**src/rtl/uart_rx_pkg.sv**
```systemverilog
// Shared UART definitions: FSM state encodings and default line settings.
// The transmitter imports the same package.
package uart_rx_pkg;

    localparam int unsigned DEF_CLK_FREQ = 100000000;
    localparam int unsigned DEF_BAUD     = 115200;

    localparam int unsigned ST_W = 3;

    localparam logic [2:0] ST_IDLE   = 3'd0;
    localparam logic [2:0] ST_START  = 3'd1;
    localparam logic [2:0] ST_DATA   = 3'd2;
    localparam logic [2:0] ST_PARITY = 3'd3;
    localparam logic [2:0] ST_STOP   = 3'd4;
    localparam logic [2:0] ST_BREAK  = 3'd5;

endpackage

```
**src/rtl/uart_sync2.sv**
```systemverilog
// Generic two-flop synchroniser for an asynchronous input.
// Both flops reset to 1, which is the idle level of a serial line.
module uart_sync2 (
    input  logic CLK,
    input  logic reset,
    input  logic i_d,
    output logic o_q
);

    logic r_s1;
    logic r_s2;

    always_ff @(posedge CLK) begin
        if (!reset) begin
            r_s1 <= 1'b1;
            r_s2 <= 1'b1;
        end else begin
            r_s1 <= i_d;
            r_s2 <= r_s1;
        end
    end

    assign o_q = r_s2;

endmodule

```
**src/rtl/uart_rx.sv**
```systemverilog
// UART receiver, 8N1; mid-bit sampling of a synchronised RXD line.
// Define UART_RX_PARITY_EN to add an even-parity bit and the rx_perr output.
module uart_rx
    import uart_rx_pkg::*;
#(
    parameter int unsigned CLK_FREQ = DEF_CLK_FREQ,
    parameter int unsigned BAUD     = DEF_BAUD
) (
    input  logic       CLK,
    input  logic       reset,
    input  logic       RXD,
    output logic [7:0] rx_data,
    output logic       rx_valid,
    output logic       rx_ferr,
`ifdef UART_RX_PARITY_EN
    output logic       rx_perr,
`endif
    output logic       rx_busy
);

    localparam int unsigned CLKS_PER_BIT = CLK_FREQ / BAUD;
    localparam int unsigned HALF         = CLKS_PER_BIT / 2;
    localparam int unsigned CNT_W        = $clog2(CLKS_PER_BIT);

    logic             w_rxs;
    logic [ST_W-1:0]  r_state;
    logic [ST_W-1:0]  w_state_nxt;
    logic [CNT_W-1:0] r_cnt;
    logic [CNT_W-1:0] w_cnt_nxt;
    logic [2:0]       r_idx;
    logic [2:0]       w_idx_nxt;
    logic [7:0]       r_shift;
    logic [7:0]       w_shift_nxt;
    logic [7:0]       r_data;
    logic [7:0]       w_data_nxt;
    logic             r_valid;
    logic             w_valid_nxt;
    logic             r_ferr;
    logic             w_ferr_nxt;
    logic             r_busy;
    logic [1:0]       r_live;
    logic             r_armed;
    logic             w_cnt_half;
    logic             w_cnt_last;
    logic             r_par;
    logic             w_par_nxt;
    logic             r_perr;
    logic             w_perr_nxt;

    uart_sync2 u_sync (
        .CLK   (CLK),
        .reset (reset),
        .i_d   (RXD),
        .o_q   (w_rxs)
    );

    assign w_cnt_half = (r_cnt == CNT_W'(HALF - 1));
    assign w_cnt_last = (r_cnt == CNT_W'(CLKS_PER_BIT - 1));

    // Next-state and output decode; every state entry clears the baud counter.
    always_comb begin
        w_state_nxt = r_state;
        w_cnt_nxt   = r_cnt + CNT_W'(1);
        w_idx_nxt   = r_idx;
        w_shift_nxt = r_shift;
        w_data_nxt  = r_data;
        w_valid_nxt = 1'b0;
        w_ferr_nxt  = 1'b0;
        w_par_nxt   = r_par;
        w_perr_nxt  = 1'b0;
        case (r_state)
            ST_IDLE: begin
                w_cnt_nxt = '0;
                if (!w_rxs && r_armed) begin
                    w_state_nxt = ST_START;
                end
            end
            ST_START: begin
                if (w_cnt_half) begin
                    w_cnt_nxt   = '0;
                    w_idx_nxt   = 3'd0;
                    w_state_nxt = w_rxs ? ST_IDLE : ST_DATA;
                end
            end
            ST_DATA: begin
                if (w_cnt_last) begin
                    w_cnt_nxt            = '0;
                    w_shift_nxt[r_idx]   = w_rxs;
                    w_idx_nxt            = r_idx + 3'd1;
                    if (r_idx == 3'd7) begin
`ifdef UART_RX_PARITY_EN
                        w_state_nxt = ST_PARITY;
`else
                        w_state_nxt = ST_STOP;
`endif
                    end
                end
            end
`ifdef UART_RX_PARITY_EN
            ST_PARITY: begin
                if (w_cnt_last) begin
                    w_cnt_nxt   = '0;
                    w_par_nxt   = w_rxs;
                    w_state_nxt = ST_STOP;
                end
            end
`endif
            ST_STOP: begin
                if (w_cnt_last) begin
                    w_cnt_nxt = '0;
                    if (w_rxs) begin
                        w_data_nxt  = r_shift;
                        w_valid_nxt = 1'b1;
                        w_perr_nxt  = ^{r_shift, r_par};
                        w_state_nxt = ST_IDLE;
                    end else begin
                        w_ferr_nxt  = 1'b1;
                        w_state_nxt = ST_BREAK;
                    end
                end
            end
            ST_BREAK: begin
                w_cnt_nxt = '0;
                if (w_rxs) begin
                    w_state_nxt = ST_IDLE;
                end
            end
            default: begin
                w_cnt_nxt   = '0;
                w_state_nxt = ST_IDLE;
            end
        endcase
    end

    // The line must be seen idle after the synchroniser flushes its reset
    // value, so a frame interrupted by reset cannot masquerade as a start bit.
    always_ff @(posedge CLK) begin
        if (!reset) begin
            r_state <= ST_IDLE;
            r_cnt   <= '0;
            r_idx   <= 3'd0;
            r_shift <= 8'h00;
            r_data  <= 8'h00;
            r_valid <= 1'b0;
            r_ferr  <= 1'b0;
            r_busy  <= 1'b0;
            r_live  <= 2'b00;
            r_armed <= 1'b0;
            r_par   <= 1'b0;
            r_perr  <= 1'b0;
        end else begin
            r_state <= w_state_nxt;
            r_cnt   <= w_cnt_nxt;
            r_idx   <= w_idx_nxt;
            r_shift <= w_shift_nxt;
            r_data  <= w_data_nxt;
            r_valid <= w_valid_nxt;
            r_ferr  <= w_ferr_nxt;
            r_busy  <= (w_state_nxt != ST_IDLE);
            r_live  <= {r_live[0], 1'b1};
            r_armed <= r_armed | (r_live[1] & w_rxs);
            r_par   <= w_par_nxt;
            r_perr  <= w_perr_nxt;
        end
    end

    assign rx_data  = r_data;
    assign rx_valid = r_valid;
    assign rx_ferr  = r_ferr;
    assign rx_busy  = r_busy;
`ifdef UART_RX_PARITY_EN
    assign rx_perr  = r_perr;
`endif

endmodule

```
**config.mk**
```make
export PLATFORM = sky130hd
export DESIGN_NAME = uart_rx
export DESIGN_NICKNAME = d
export VERILOG_FILES = /design/src/rtl/uart_rx_pkg.sv /design/src/rtl/uart_sync2.sv /design/src/rtl/uart_rx.sv
export SDC_FILE = /design/constraint.sdc
export NUM_CORES = 1
export LEC_CHECK = 0
export CAP_MARGIN = 0
export CORE_MARGIN = 3
export CORE_UTILIZATION = 25
export DETAILED_ROUTE_END_ITERATION = 8
export GPL_TIMING_DRIVEN = 0
export HOLD_SLACK_MARGIN = 0.06
export SLEW_MARGIN = 10
export SYNTH_ARGS = -nofsm -noshare
export SYNTH_HDL_FRONTEND = slang
export SYNTH_SLANG_ARGS = --single-unit
```
**constraint.sdc**
```tcl
create_clock -name CLK -period 2.2 [get_ports CLK]
set_clock_uncertainty 0.2 [all_clocks]
set_input_delay 0.55 -clock CLK [delete_from_list [all_inputs] [get_ports CLK]]
set_output_delay 0.55 -clock CLK [all_outputs]
set_load 0.05 [all_outputs]
```
==> metrics <==
status completed; DR iter-0 viols 69; routed vias/inst 4.62; r2r endpoint r_shift[4]$_SDFFE_PN0P_; Critical path origin rx_valid$_SDFF_PN0_; Reg area 801 um2; FP Rows 31; Setup crit end rx_valid; vias 1,468; number of I/O pins 14; wire per inst 12.3 um; CP startpoint kind register; Final Hold Fails 0; fillers 775; worst reg2reg path depth 6; Antenna diodes 0; post-synth top area share 0.407; clock-pin slew on the worst setup and hold paths 0.08 ns; Synth Flop Type dfxtp_1; core region area 7450 um2; Critical-path top delay cell clkdlybuf4s50_1; initial antenna violation count 0; met1 WL 1.93 mm; Layout Nets 225; met2 routed WL 1.72 mm; Buf+Inv Stages, Crit Path 1; sequential area share after synthesis 0.407; Async S/R FF share, synth 0; Yosys reg bits 40; Hold WC Path Type reg2reg; Yosys top cell by area dfxtp_1; worst r2r src r_cnt[0]$_SDFF_PN0_; final antenna-violating net count 0; PwrDens 597 nW/um2; Die X 94.7 um; Final GP Congestion 0.820; clk buf depth 2; Design Power 1.40 mW; cells along the critical path clkdlybuf4s50_1; routed wl met3 166 um; type of destination of the critical path output pin; DR DRC count 0; Detailed Routing Iterations Pass 1 4; HPWL after DPL 2.79 mm; number of enable flip-flop cells after synthesis 0; crit path time final 2.15 ns; vias in the first global route 1,396; Clock Sinks 40; total congestion overflow 0; Mapped Cells 198; Initial Utilization 0.264; hold buffers post-CTS 0; Synth top cells by count dfxtp_1 (40), nand3_1 (12), a21oi_1 (11), mux2i_1 (11), nor2_1 (11); Max-Cap Viols 0; fin crit share 0.977; # port buffers 13; syn_nets 205; Synth Cell Area 1970 um2; final setup vio count 0; fraction of final layout cells sized beyond drive strength 1 0.196; latest clock arrival within the worst-skew pair 0.30 ns; unrepaired setup endpoints after global routing no; Netlist cell types 47; Pins Over Slew Limit 0; max incr delay on CP 0.80 ns; die height 94.7 um; Least-Margin Pin Slew 0.711 ns; Root Buffer clkbuf_8; flop-to-flop setup slack 0.21 ns; most common cell in the netlist dfxtp_1; CTS HTree Levels 2; die area 8960 um2; WP data required 1.45 ns; placed insts 310; yosys warns 0; first-pass GRT wire length 6.95 mm; Final Non-Filler Cells 318; VDD IR max 185 uV; cell family with most CP delay buffers and inverters; largest net degree at the start of global routing 14; Layout area overhead 19.5%; Highest Clock Rate 465 MHz; Max Fanout on Critical Path 1; total CTS buffers 5; WP data arrival 1.40 ns; top post-synthesis cells by area dfxtp_1 (41%), mux2i_1 (5.6%), nand3_1 (3.1%); kind of critical path reg2out; GRT Overall Usage 0.0986; Post-Syn Area per Cell 9.93 um2; highest metal used met4; Pleak 0.997 nW; Total Wirelength 3.91 mm; hold slack final 0.215 ns; cell count along the critical path 1; Slew headroom 0.525; CTS tree built; area of the multi-input gates 1060 um2
flip-flops by register name (all words and copies together), names as in the netlist, 2 cells and up:
name / cells
r_state: 3
rx_data: 8
r_live: 2
r_idx: 3
r_shift: 8
r_cnt: 10
report_power, final:
group / leakage, nW / switching, mW / internal, mW
Combinational: 0.612 / 0.0198 / 0.0123
Sequential: 0.323 / 0.00279 / 0.729
Clock: 0.0614 / 0.266 / 0.371
Total: 0.997 / 0.289 / 1.11
repair_timing:
| item | CTS | global route |
|---|---|---|
| cloned | 0 | 0 |
| buffers inserted | 0 | 0 |
| endpoints found under the setup margin | 5 | 13 |
| gates resized for setup | 5 | 7 |
layout make-up:
cell class              instances  area share
plain buffers                  14      0.0416
clock buffers                   6      0.0352
flip-flops and latches         40       0.341
multi-input cells             141       0.450
repair buffers                 13      0.0581
clock inverters                 2      0.0165
inverters                       3     0.00479
well taps                      99      0.0527
worst min-delay path by stage:
stage | from | endpoint | slack (ns) | cells past startpoint
floorplan | u_sync.r_s1$_SDFF_PN1_ | u_sync.o_q$_SDFF_PN1_ | 0.19 | 1
global placement | u_sync.r_s1$_SDFF_PN1_ | u_sync.o_q$_SDFF_PN1_ | 0.19 | 1
detailed placement | u_sync.r_s1$_SDFF_PN1_ | u_sync.o_q$_SDFF_PN1_ | 0.20 | 1
CTS | u_sync.r_s1$_SDFF_PN1_ | u_sync.o_q$_SDFF_PN1_ | 0.21 | 1
global route | u_sync.r_s1$_SDFF_PN1_ | u_sync.o_q$_SDFF_PN1_ | 0.24 | 1
finish | u_sync.r_s1$_SDFF_PN1_ | u_sync.o_q$_SDFF_PN1_ | 0.21 | 1
logic make-up (layout without fill, tap and decap cells):
kind of cell             after synthesis  after routing  synth area share
XOR/XNOR                               9              9            0.0401
buffers and inverters                 17             38            0.0547
multiplexers                          11             11            0.0560
AND/OR/NAND/NOR                       88             88             0.320
flip-flops                            40             40             0.407
AO/OA/AOI/OAI                         29             29            0.0961
adder cells (fa/ha/maj)                4              4            0.0255
layout by cell type, fill, tap and decap left out, types with 2 or more instances in the layout:
cell	netlist	layout
xor2_1	6	6
o21ai_0	7	7
nand2_1	9	9
nor3_1	3	3
clkbuf_1	4	3
buf_6	5	5
nand3b_1	2	2
a21oi_1	11	11
and4_1	2	2
and4_4	2	2
mux2i_1	11	11
a21o_1	3	3
nand2b_1	4	4
clkbuf_8	0	6
nand4_1	7	7
dlymetal6s2s_1	0	5
nor2b_1	2	2
and2_1	2	2
nor2_1	11	11
dfxtp_1	40	40
nor3b_1	3	3
nand3_1	12	12
o31ai_1	2	2
xnor2_1	3	3
and3_1	2	2
dlygate4sd2_1	0	5
inv_1	3	3
and4bb_2	3	3
or3b_1	3	3
buf_2	5	5
nor2_2	9	9
clkdlybuf4s50_1	0	3
ha_1	4	4
through the flow:
step / setup WS [ns] / setup TNS [ns] / instance area [um2] / util
final: 0.0507 / 0 / 2350 / 0.315
after global routing: 0.0161 / 0 / 2350 / 0.315
after CTS: 0.00117 / 0 / 2330 / 0.314
after detailed placement: -0.165 / -1.57 / 2220 / 0.298
after global placement: -0.142 / -1.37 / 2220 / 0.298
after floorplan: 0.368 / 0 / 1970 / -
per-layer routing:
layer | GRT usage | vias up
met1 | 0.134 | 680
met5 | 0 | -
met2 | 0.144 | 31
met3 | 0.0279 | 8
met4 | 0.0433 | 0
li1 | - | 749
Note: power is estimated with default switching activity, not from simulation.
